File: config.mk
export PLATFORM = sky130hd
export DESIGN_NAME = mine_placer
export DESIGN_NICKNAME = d
export VERILOG_FILES = /design/src/rtl/mine_placer.sv
export SDC_FILE = /design/constraint.sdc
export NUM_CORES = 1
export LEC_CHECK = 0
export ABC_CLOCK_PERIOD_IN_PS = 9000
export BUFFER_PORTS_ARGS = -buffer_cell sky130_fd_sc_hd__buf_4
export CORE_MARGIN = 10
export CORE_UTILIZATION = 60
export CTS_BUF_LIST = sky130_fd_sc_hd__clkbuf_2 sky130_fd_sc_hd__clkbuf_4 sky130_fd_sc_hd__clkbuf_8
export DETAILED_ROUTE_END_ITERATION = 10
export HOLD_SLACK_MARGIN = 0.06
export PLACE_DENSITY_LB_ADDON = 0.3
export SLEW_MARGIN = 20
export SYNTH_ARGS = -nofsm -noshare
export SYNTH_HDL_FRONTEND = slang
export SYNTH_SLANG_ARGS = --single-unit
File: constraint.sdc
create_clock -name clock -period 9 [get_ports clock]
set_input_delay 1.8 -clock clock [delete_from_list [all_inputs] [get_ports clock]]
set_output_delay 1.8 -clock clock [all_outputs]
set_load 0.005 [all_outputs]
File: src/rtl/mine_placer.sv
// Minesweeper board generator: rejection-samples MINES distinct mines from an
// LFSR byte stream, avoiding the first-clicked cell, then scans adjacency counts.
module mine_placer #(
    parameter int ROWS  = 8,
    parameter int COLS  = 8,
    parameter int MINES = 10,
    localparam int CELLS = ROWS * COLS,
    localparam int IDX_W = (CELLS > 1) ? $clog2(CELLS) : 1
) (
    input  logic             clock,
    input  logic             reset,
    input  logic             start,
    input  logic [IDX_W-1:0] safe_cell,
    input  logic [7:0]       rand_data,
    input  logic [IDX_W-1:0] rd_addr,
    output logic             rd_mine,
    output logic [3:0]       rd_count,
    output logic             busy,
    output logic             done,
    output logic [7:0]       mines_placed
);

    // Storage is padded to a power of two so any candidate index is in range;
    // padded cells are never written and therefore always read as zero.
    localparam int MAP = 1 << IDX_W;

    typedef enum logic [2:0] {IDLE, CLEAR, DRAW, COUNT, DONE} state_t;

    state_t           state;
    logic [MAP-1:0]   mine;
    logic [3:0]       cnt [MAP];
    logic [IDX_W-1:0] safe;
    logic [IDX_W-1:0] p;
    logic [IDX_W-1:0] row;
    logic [IDX_W-1:0] col;

    logic [IDX_W-1:0] cand;
    logic             accept;
    logic             last_mine;
    logic [3:0]       nbr;
    int               nr;
    int               nc;
    logic [IDX_W-1:0] nidx;
    logic             rand_unused;

    assign cand        = rand_data[IDX_W-1:0];
    assign rand_unused = ^rand_data;
    assign accept      = (int'(cand) < CELLS) && (cand != safe) && !mine[cand];
    assign last_mine   = (int'(mines_placed) + 1 == MINES);

    // Adjacent-mine count of the scan cell; row/col are tracked alongside p so
    // no divider is needed, and out-of-grid neighbours are simply skipped.
    always_comb begin
        nbr  = 4'd0;
        nr   = 0;
        nc   = 0;
        nidx = '0;
        for (int dr = -1; dr <= 1; dr++) begin
            for (int dc = -1; dc <= 1; dc++) begin
                nr   = int'(row) + dr;
                nc   = int'(col) + dc;
                nidx = IDX_W'(nr * COLS + nc);
                if ((dr != 0 || dc != 0) && nr >= 0 && nr < ROWS &&
                    nc >= 0 && nc < COLS && mine[nidx])
                    nbr = nbr + 4'd1;
            end
        end
    end

    always_ff @(posedge clock or negedge reset) begin
        if (!reset) begin
            state        <= IDLE;
            busy         <= 1'b0;
            done         <= 1'b0;
            mines_placed <= 8'd0;
            rd_mine      <= 1'b0;
            rd_count     <= 4'd0;
            mine         <= '0;
            for (int i = 0; i < MAP; i++) cnt[i] <= 4'd0;
            safe         <= '0;
            p            <= '0;
            row          <= '0;
            col          <= '0;
        end else begin
            rd_mine  <= (int'(rd_addr) < CELLS) && mine[rd_addr];
            rd_count <= (int'(rd_addr) < CELLS) ? cnt[rd_addr] : 4'd0;

            case (state)
                IDLE: begin
                    if (start) begin
                        safe  <= safe_cell;
                        busy  <= 1'b1;
                        state <= CLEAR;
                    end
                end
                CLEAR: begin
                    mine <= '0;
                    for (int i = 0; i < MAP; i++) cnt[i] <= 4'd0;
                    mines_placed <= 8'd0;
                    p     <= '0;
                    row   <= '0;
                    col   <= '0;
                    state <= DRAW;
                end
                DRAW: begin
                    if (MINES == 0) begin
                        state <= COUNT;
                    end else if (accept) begin
                        mine[cand]   <= 1'b1;
                        mines_placed <= mines_placed + 8'd1;
                        if (last_mine) state <= COUNT;
                    end
                end
                COUNT: begin
                    cnt[p] <= nbr;
                    if (int'(p) == CELLS - 1) begin
                        busy  <= 1'b0;
                        done  <= 1'b1;
                        state <= DONE;
                    end else begin
                        p <= p + 1'b1;
                        if (int'(col) == COLS - 1) begin
                            col <= '0;
                            row <= row + 1'b1;
                        end else begin
                            col <= col + 1'b1;
                        end
                    end
                end
                DONE: begin
                    done  <= 1'b0;
                    state <= IDLE;
                end
                default: state <= IDLE;
            endcase
        end
    end

endmodule

==> results of run 1 <==
## power groups by stage
stage / sequential [mW] / combinational (mW) / clock [mW]
floorplan: 1.77 / 1.13 / 0
CTS: 1.79 / 1.47 / 1.54
global route: 1.80 / 1.62 / 1.62
detailed placement: 1.82 / 1.47 / 0
finish: 1.79 / 1.50 / 1.52
global placement: 1.81 / 1.44 / 0
## per-stage QoR
stage	util (%)	power, mW	instances	cell area [sq um]
6_report	65.85	4.807	2451	22630
5_1_grt	65.85	5.036	2451	22630
4_1_cts	65.82	4.802	2451	22630
3_5_place_dp	62.13	3.283	2350	21350
3_3_place_gp	62.11	3.246	2350	21350
2_1_floorplan	-	2.896	1975	20810
## cell type report
| type | instances | area (sq um) |
|---|---|---|
| multi-input combinational | 1437 | 11110 |
| timing repair buffer | 61 | 494.2 |
| inverter | 35 | 131.4 |
| fill | 2679 | 11740 |
| tap | 455 | 569.3 |
| clock buffer | 86 | 1096 |
| sequential | 362 | 9060 |
| clock inverter | 15 | 175.2 |
## Yosys cell counts, types with 11 or more instances
cell      number
nand2b_1      15
nand2_1      117
nor2b_1       14
nor2_1       124
nor3b_1       11
inv_1         31
nor3_1        23
dfrtp_1      362
mux2_2        25
nand3_1      284
mux4_2       150
clkbuf_1     100
o21ai_1       61
buf_4         11
buf_1         19
xnor2_1       26
a21oi_1       84
ha_1          21
xor2_1        17
o21ai_0      229
mux2i_1       77
## layer usage
metal	vias up	wire length [um]	track usage, %
li1	7315	-	-
met1	8088	22130	36.37
met2	765	25330	39.32
met3	119	5051	5.361
met4	0	1564	8.131
met5	-	0	0
## worst reg2reg max path: cells and delay by family (launching register included)
kind	cells	cell delay [ps]
AO/OA/AOI/OAI	6	1730
XOR/XNOR	4	1620
adder cells (fa/ha/maj)	5	2000
buffers and inverters	4	1360
flip-flops	1	480
multiplexers	1	370
AND/OR/NAND/NOR	6	740
## state kept, by name, summed over array words and instances (netlist names)
name / flops
cnt: 256
rd_count: 4
p: 6
mines_placed: 8
safe: 6
done: 1
busy: 1
col: 6
mine: 64
row: 6
state: 3
rd_mine: 1
## path summary, 6_finish.rpt
path | start | endpoint | slack [ps] | depth (start not counted)
setup / recovery | col[0] | cnt[18] | 550 | 26
hold / removal | cnt[177] | cnt[177] | 490 | 2
setup reg to reg | col[0] | cnt[18] | 550 | 26
hold reg to reg | cnt[177] | cnt[177] | 490 | 2
max in group asynchronous | reset | col[0] | 6350 | 2
min in group asynchronous | reset | mine[35] | 1270 | 1
## logic make-up after synthesis
kind of cell             after synthesis  share of synthesized area (%)
adder cells (fa/ha/maj)               29                          2.032
multiplexers                         252                          21.29
AND/OR/NAND/NOR                      656                          15.28
XOR/XNOR                              50                          2.483
buffers and inverters                176                          3.499
flip-flops                           362                          43.52
AO/OA/AOI/OAI                        450                          11.90
==> summary.md, run 1 <==
Buffers inserted during clock tree synthesis total 58. After clock tree synthesis, the repair step resized 0 gates. Hold timing on the final database bottoms out at a slack of 489.3 ps. TritonCTS built the clock tree. The worst path in the final design needs a cycle of 8448 ps, including I/O delays and setup. Setup repair after global routing left no endpoint under its margin. The count of buffering cells on the critical path with inverters included was 4.

In this run the clock root is driven by a clkbuf_8. Synthesis produced a netlist whose cell count is 1975. The routed layout has 16287 vias. The internal power of the cells totals 3.076 mW.

After global routing the overflow that remains totals 0. The logs give 0.2441 mV for the maximum vdd drop and 9470 ps for the endpoint required time on the critical path. The deepest level of the CTS H-tree is 2, and the number of distinct standard cells referenced by the synthesized netlist is 69. The total standard cell area after synthesis was 20810 sq um. Across the routed clock network, the largest skew measured is 54.76 ps. The kind of critical path was reg2reg. After floorplanning, the core was divided into 68 placement rows. Cell taking the most area after synthesis: dfrtp_1.

The number of enable-type register cells in the synthesized netlist came out at 0. The tools report the kind of capture point of the worst setup path as a register. Summed over all nets, the half-perimeter wirelength after detailed placement is 36.45 mm. In the final timing run, aggregate negative setup slack is 0 ps. After detailed routing, the number of remaining DRC violations is 0. The worst slack at placement is 732.5 ps, and the relative slew slack is 24.23%.

Switching share of total power: 36.02%. The share of synthesized area in the top cell type comes to 43.52%. Maximum frequency from static timing analysis: 0.1184 GHz. The library cells used most frequently in the layout, excluding fill and tap cells, are dfrtp_1 (361), nand3_1 (284), o21ai_0 (229). The number of antenna diodes in the final layout is 0. Of all flip-flops after synthesis, the portion carrying an async set or reset was 100.0%. The mean routed wirelength per cell is 22.06 um.

Static leakage power: 9.274 nW. For the number of clock sinks seen by CTS, the log shows 362. Data arrives at the worst endpoint at 8920 ps. The predominant post-synthesis flop cell is dfrtp_1. The count of buffers added on input and output ports is 35.

For this run, the slowest stage of the critical path takes 770 ps. The type of the most critical hold path was reg2reg. For this design the total switching power over the nets is 1.732 mW. Sequential cells burn 37.2% of the power. The layout cell share with drive strength beyond 1 was 18.44%.

The run gives 0 as the final number of setup-violating endpoints. Yosys attributes the largest share of cell area to dfrtp_1 (44%), mux4_2 (16%), nand3_1 (6.8%). The logs give 34370 sq um for the area of the core region and 0 for the initial antenna violation count.

The number of post-CTS setup repair buffers was 0. The number of nets in the finished design is 2007. The run gives 0 as the total count of max-transition violations in the final report. The worst setup path is launched from a register. The hold buffer count at CTS is 0, and the combinational share of power is 31.2%. The portion of the clock cycle consumed by the worst path in the final layout was 93.86%. The number of routed nets with antenna violations was 0.

In this run the mean area of a mapped cell was 10.54 sq um. The floorplan step defined a die boundary enclosing 42540 sq um. In the post-route analysis, the smallest setup slack over all paths is 552.4 ps.

Most common cell after layout, fill and taps aside: dfrtp_1. Clock insertion delay at the later pin of the skew report: 650 ps. The cell that appears most often on the critical path is ha_1. The run finished with clean final reports.

The first-pass iteration count of the detailed router is 7. At the pin with the least slew margin, the transition time is 1137 ps. The total power divided by cell area works out to 212.4 nW/um^2. The average via count per standard cell came out at 6.645. The total nets after synthesis is 2027, and the via count of the first global-routing pass is 15664. Of the synthesized area, sequential elements account for 43.52%. The area growth from synthesis to layout was 8.747%; the max-capacitance violation count was 0.

The clock-pin transition on the worst setup and hold timing paths was 60 ps. In this run the count of I/O pins placed on the die edge is 38. The number of failing hold endpoints at the final stage was 0; the total wire length after detailed routing was 54.08 mm. The flip-flop and latch count after synthesis is 362. The vertical die dimension is 206.3 um. Proportion of power drawn by the clock network: 31.6%.

The run gives 60.55% as the effective utilization at floorplan. The number of warnings printed during yosys synthesis is 0. The largest fanout on the critical path was 64. Entering global routing, the biggest net connects 244 pins. On the critical path, the stage with the largest delay is an instance of buf_4. The floorplan step set the die width to 206.3 um. The first global-routing pass estimated 87.08 mm of wire.

Global routing used 25.70% of the available tracks. The run gives 0.9116 as the last weighted congestion value of the routability-driven placer. Top cell family by delay on the critical path: adder cells. In this run, the number of DRC markers left after iteration 0 of detailed routing was 2157. The deepest clock path buffer count was 3.
No activity file was read; power rests on OpenSTA's default activity.
==> inputs of run 2 (changes only) <==
ABC_CLOCK_PERIOD_IN_PS = 6900   (was 9000)
CORE_UTILIZATION = 59   (was 60)
CTS_CLUSTER_DIAMETER = 200   (was not set)
clock period = 6.9 ns   (was 9 ns; I/O delays follow)
==> summary.md, run 2 (same netlist as run 1, synthesis figures left out) <==
The die covers 43190 sq um. The number of inserted filler cells in the final layout was 2584. In this run the critical register-to-register path is launched from col[0]. Net switching is 36.05% of the power. For this run, design rule violations remaining after detail routing come to 0. The run gives 0 as the number of routed nets with antenna violations. The wire-length estimate of the detail-placed layout is 37.03 mm. Startpoint of the most critical setup path: col[0].

The first global-routing pass estimated 90.32 mm of wire. The detailed router's first-iteration violation count was 2153. Hold is met by 495.8 ps. Setup violations remaining at the end of the flow were counted as 0.

STA classifies the critical path endpoint as a register. For this block, the routed nets add up to 56.91 mm of wire. The largest registers in the layout are cnt x256, mine x64, mines_placed x8. The startpoint kind of the worst setup timing path was a register. Based on the critical path, the design can be clocked at up to 0.1498 GHz. The total count of max-transition violations in the final report is 0, and the initial antenna violation count is 0.

The H-tree was split into 2 levels. The logs give 30.1% for the proportion of power drawn by the clock network and 2.321 mW for the net switching power. The fraction of power consumed by sequential logic came out at 36.2%. Across the VDD grid, the largest voltage drop is 0.2066 mV. The shortest period the worst path allows was 6677 ps. For this design the static power due to leakage is 9.616 nW. The die boundary width is 207.8 um. Via count of the first global-routing pass: 16449. The min-delay analysis places its worst path in the category reg2reg. The logs give 0 for the number of failing hold endpoints at the final stage and 55 for the clock buffer count from CTS.

The run gives 362 as the number of clock sinks seen by CTS. Across all layers, the routed design uses 16612 vias. Global routing used 25.38% of the available tracks across all layers. The number of antenna diodes in the final layout is 0. The register with the most flip-flops in the layout has 256 of them. The library cell used most frequently in the layout, excluding fill and tap cells, is dfrtp_1.

The average via count per standard cell was 6.677. The tool flagged a number of max-cap violations equal to 0. At the end of routability-driven placement, the weighted congestion stood at 0.9806. Power spread over the standard cell area amounts to 277.1 nW/um^2. After clock tree synthesis, the clock-pin slew on the worst setup and hold paths is 60 ps. The internal portion of the total power is 4.118 mW. Combinational share of power: 33.7%. Dividing the detail-routed wire length by the instance count gives 22.87 um. The run finished with clean final reports. The slew at the pin closest to its max-slew limit is 1258 ps.

Once the floorplan was initialized, standard cells occupied 59.96% of the core. For the worst setup path, the data required time is 7390 ps. The root buffer cell is clkbuf_8. The first-pass iteration count of the detailed router came out at 6.

TritonCTS built the clock tree. In this run the standard cell core region covers 34710 sq um. After global routing the overflow that remains totals 0. After floorplanning, the core was divided into 68 placement rows. The vertical die dimension works out to 207.8 um. Entering global routing, the biggest net connects 266 pins. STA puts the critical path data arrival time at 7160 ps. The portion of the clock cycle consumed by the worst path in the final layout was 96.77%.

The area growth from synthesis to layout works out to 11.66%. The later pin in the worst-skew pair is clocked with a latency of 620 ps. For this run, the post-layout net count is 2045. Along the worst path, the maximum fanout reaches 63.

On the final layout, the worst clock skew is 15.23 ps. In this run the count of I/O pins placed on the die edge is 38. Layout cell share with drive strength beyond 1: 20.81%. The count of input and output buffers was 35. Deepest clock path buffer count: 3.

In this run the most critical hold path is launched from cnt[56]. The library cells used most frequently in the layout, excluding fill and tap cells, are dfrtp_1 (361), nand3_1 (284), o21ai_0 (190). The setup path with the least slack is of type reg2reg. Relative slew slack: 15.82%. Total chip power: 6.439 mW.

cnt holds more flip-flops than any other register.
run 2: stage by stage:
| step | cell area, sq um | setup TNS [ps] | utilization [%] | worst slack, ps | instances |
|---|---|---|---|---|---|
| final | 23240 | 0 | 66.95 | 222.8 | 2488 |
| after global placement | 21660 | 0 | 62.39 | 150.8 | 2379 |
| after CTS | 22950 | 0 | 66.10 | 39.56 | 2478 |
| after detailed placement | 21660 | -2472 | 62.39 | -71.24 | 2379 |
| after global routing | 23240 | -751.1 | 66.95 | -24.95 | 2488 |
| after floorplan | 20820 | 0 | - | 42.69 | 1975 |
run 2: what timing repair did:
item / in CTS / in global routing
pin swaps: 1 / 4
cloned: 1 / 4
hold buffers: 0 / 0
endpoints found under the hold margin: 0 / 0
setup endpoints to repair: 116 / 192
setup buffers: 1 / 4
resized for setup: 4 / 60
run 2: power groups by stage:
stage,Clock (mW),Combinational (mW),Sequential (mW)
after floorplan,0,1.47,2.31
after global placement,0,1.95,2.36
after detailed placement,0,2.00,2.36
after CTS,1.96,2.01,2.33
after global routing,2.06,2.33,2.34
final,1.94,2.17,2.33
run 2: layout make-up:
type | count | area, sq um | share of cell area [%]
clock inverter | 9 | 101.3 | 0.4361
clock buffer | 88 | 1124 | 4.834
sequential | 362 | 9060 | 38.98
inverter | 35 | 131.4 | 0.5653
multi-input combinational | 1437 | 11220 | 48.29
tap | 455 | 569.3 | 2.450
timing repair buffer | 102 | 1033 | 4.447
run 2: worst paths after layout:
check	slack (ps)	cells past startpoint	to
hold reg to reg	500	2	cnt[56]
max in group asynchronous	4840	3	cnt[124]
setup reg to reg	220	27	cnt[129]
setup / recovery	220	27	cnt[129]
hold / removal	500	2	cnt[56]
min in group asynchronous	660	1	mines_placed[0]
run 2: worst max-delay path: stages (launching register included):
cell and delay (ps):
dfrtp_2 400, buf_4 120, buf_6 500, mux2i_1 320, mux4_2 580, mux4_2 480
mux2_2 280, nor3_2 120, buf_4 140, ha_1 210, a21oi_2 50, a32oi_2 270
o21ai_4 90, ha_1 310, buf_4 140, mux2_2 290, nor2_1 110, nor2_1 60
ha_1 300, xnor3_1 360, nor2_1 50, a211oi_2 230, buf_4 170, ha_1 250
mux2i_4 170, buf_12 170, buf_6 200, o21ai_0 120
run 2: layer usage:
layer / vias up / share of wire, % / global-route usage (%)
met1: 8181 / 40 / 34.58
met3: 153 / 10 / 5.445
met4: 0 / 3.0 / 7.671
met2: 861 / 47 / 40.10
met5: - / 0 / 0
li1: 7417 / - / -
==> inputs of run 3 (changes only) <==
PLACE_DENSITY = 0.79   (was not set)
PLACE_DENSITY_LB_ADDON = not set   (was 0.3)
==> summary.md, run 3 (same netlist as run 1, synthesis figures left out) <==
The kind of critical path is reg2reg. The portion of the clock cycle consumed by the worst path in the final layout is 97.28%, and the clock skew after layout is 32.72 ps. The library cells used most frequently in the layout, excluding fill and tap cells, are dfrtp_1 (361), nand3_1 (284), o21ai_0 (204). The tools report the deepest clock path buffer count as 3. Type of the most critical hold path: reg2reg. Timing analysis after detailed placement gives a worst setup slack of -13.45 ps. The H-tree was split into 2 levels. The clock-pin transition on the worst setup and hold timing paths was 60 ps; the number of clock sinks seen by CTS was 362.

Headroom to the max-slew limit came out at 18.67%. The register with the most flip-flops in the layout has 256 of them. For the worst-skew pair, the clock arrives at the later sink with an insertion delay of 640 ps. The tools report the startpoint kind of the worst setup timing path as a register. The run finished with clean final reports.

The run gives 7250 ps as the data arrival time of the worst path. The static leakage power was 9.616 nW. The mean routed wirelength per cell came out at 22.71 um.

TritonCTS built the clock tree. The tools report the final number of setup-violating endpoints as 0. For the total count of max-transition violations in the final report, the log shows 0.

The logs give 16862 for the number of vias after detailed routing and 0 for the initial antenna violation count. The endpoint required time on the critical path was 7440 ps. The logs give 0 for the max-capacitance violation count and 0 for the residual DRC count.

Critical path's largest stage delay: 520 ps. The critical path starts at col[0]. Detailed placement ended at an HPWL of 37.68 mm.

Counting the buffers created by CTS gives 56. The first routing iteration left 2134 violations. The total power divided by cell area is 275.3 nW/um^2. Of all nets on the critical path, the largest fanout is 20. The number of nets in the finished design was 2054. The via count of the first global-routing pass came out at 16223.

The tree is rooted in a clkbuf_8. The tools report the kind of capture point of the worst setup path as a register. Once layout is done, the placed cells without fillers occupy 23230 sq um. The most common cell after layout, fill and taps aside was dfrtp_1. The floorplan has 68 rows. Among the stages of the critical path, the cell type that occurs most often is ha_1. In the routed layout, each cell is associated on average with a via count of 6.764.

The run gives 43190 sq um as the area of the die. Worst-path cell with the longest stage delay: dfrtp_4. The effective utilization at floorplan is 59.96%. The antenna diode count was 0.

Layout cell share with drive strength beyond 1: 21.05%. The floorplan step defined a core boundary enclosing 34710 sq um. Entering global routing, the biggest net connects 125 pins. For the number of failing hold endpoints at the final stage, the log shows 0. Maximum frequency from static timing analysis: 0.1490 GHz. The worst path needs 6713 ps of the cycle, external delays included. IR analysis of the VDD net gives a maximum drop of 0.2013 mV. Global routing finished with a remaining overflow of 0. The global-route total usage across every layer was 25.05%.

The count of input and output buffers was 35; the final core utilization was 66.93%. Setup slack closes at 187.4 ps. Register with the most flip-flops: cnt.

Compared with the post-synthesis result, the final layout area differs by 11.63%. The congestion estimate from routability-driven global placement came to 0.9718. The tools report the total wire length after detailed routing as 56.61 mm. At the pin with the least slew margin, the transition time is 1213 ps. The floorplan step set the die width to 207.8 um. The largest registers in the layout are cnt x256, mine x64, mines_placed x8. The first detailed-routing pass ran for 6 iterations. Once detail routing completed, the nets flagged for antenna violations numbered 0.

The origin of the worst min-delay path is busy. The floorplan step set the die height to 207.8 um. For the number of top-level design ports, the log shows 38.

The first global-routing pass estimated 89.36 mm of wire. The tools report the post-detailed-placement cell area as 21730 sq um. Beginning of the worst register-to-register path: col[0].
run 3: critical path, delay by kind of cell (launching register included):
kind            cells  cell delay (ps)
mux                 2              620
compound gates      6             1060
xor+xnor            6             1250
simple gates        8              890
buf+inv             5              740
fa+ha+maj           6             1550
flops               1              520
run 3: power breakdown:
part | internal, mW | switching (mW) | leakage, nW
sequential | 2.20 | 0.137 | 5.03
combinational | 0.816 | 1.34 | 3.96
clock | 1.06 | 0.839 | 0.626
total | 4.08 | 2.32 | 9.62
run 3: per-stage QoR:
step | TNS [ps] | hold WS, ps | power, mW | cells
floorplan | 0 | 463.3 | 3.779 | 1975
global placement | 0 | 460.1 | 4.309 | 2388
detailed placement | -87.57 | 467.4 | 4.378 | 2388
CTS | 0 | 481.9 | 6.275 | 2482
global route | -4218 | 515.5 | 6.692 | 2493
finish | 0 | 479.2 | 6.396 | 2493
run 3: path summary, 6_finish.rpt:
kind                            slack (ps)               to  depth (start not counted)
max in group asynchronous             4830          cnt[97]                          2
min in group asynchronous              770  mines_placed[0]                          1
worst max register to register         190         cnt[166]                         33
worst min-delay path                   480             busy                          1
worst min register to register         480             busy                          1
worst max-delay path                   190         cnt[166]                         33
run 3: cell type report:
class | count | area, sq um
clock buffers | 82 | 1060
well taps | 455 | 569.3
fillers | 2518 | 11480
inverters | 35 | 131.4
flip-flops and latches | 362 | 9062
repair buffers | 110 | 1064
clock inverters | 12 | 132.6
multi-input cells | 1437 | 11210
run 3: timing repair:
item	in CTS	in global routing
endpoints found under the setup margin	57	192
hold buffers	0	0
resized for setup	4	42
pin swaps	0	7
cloned	0	4
buffers inserted	0	6
run 3: metal layers:
| layer | wire, um | vias to the layer above | GRT usage (%) |
|---|---|---|---|
| met5 | 0 | - | 0 |
| met4 | 1872 | 0 | 8.244 |
| met3 | 6294 | 152 | 5.851 |
| met2 | 26530 | 950 | 38.86 |
| met1 | 21910 | 8339 | 34.19 |
| li1 | - | 7421 | - |
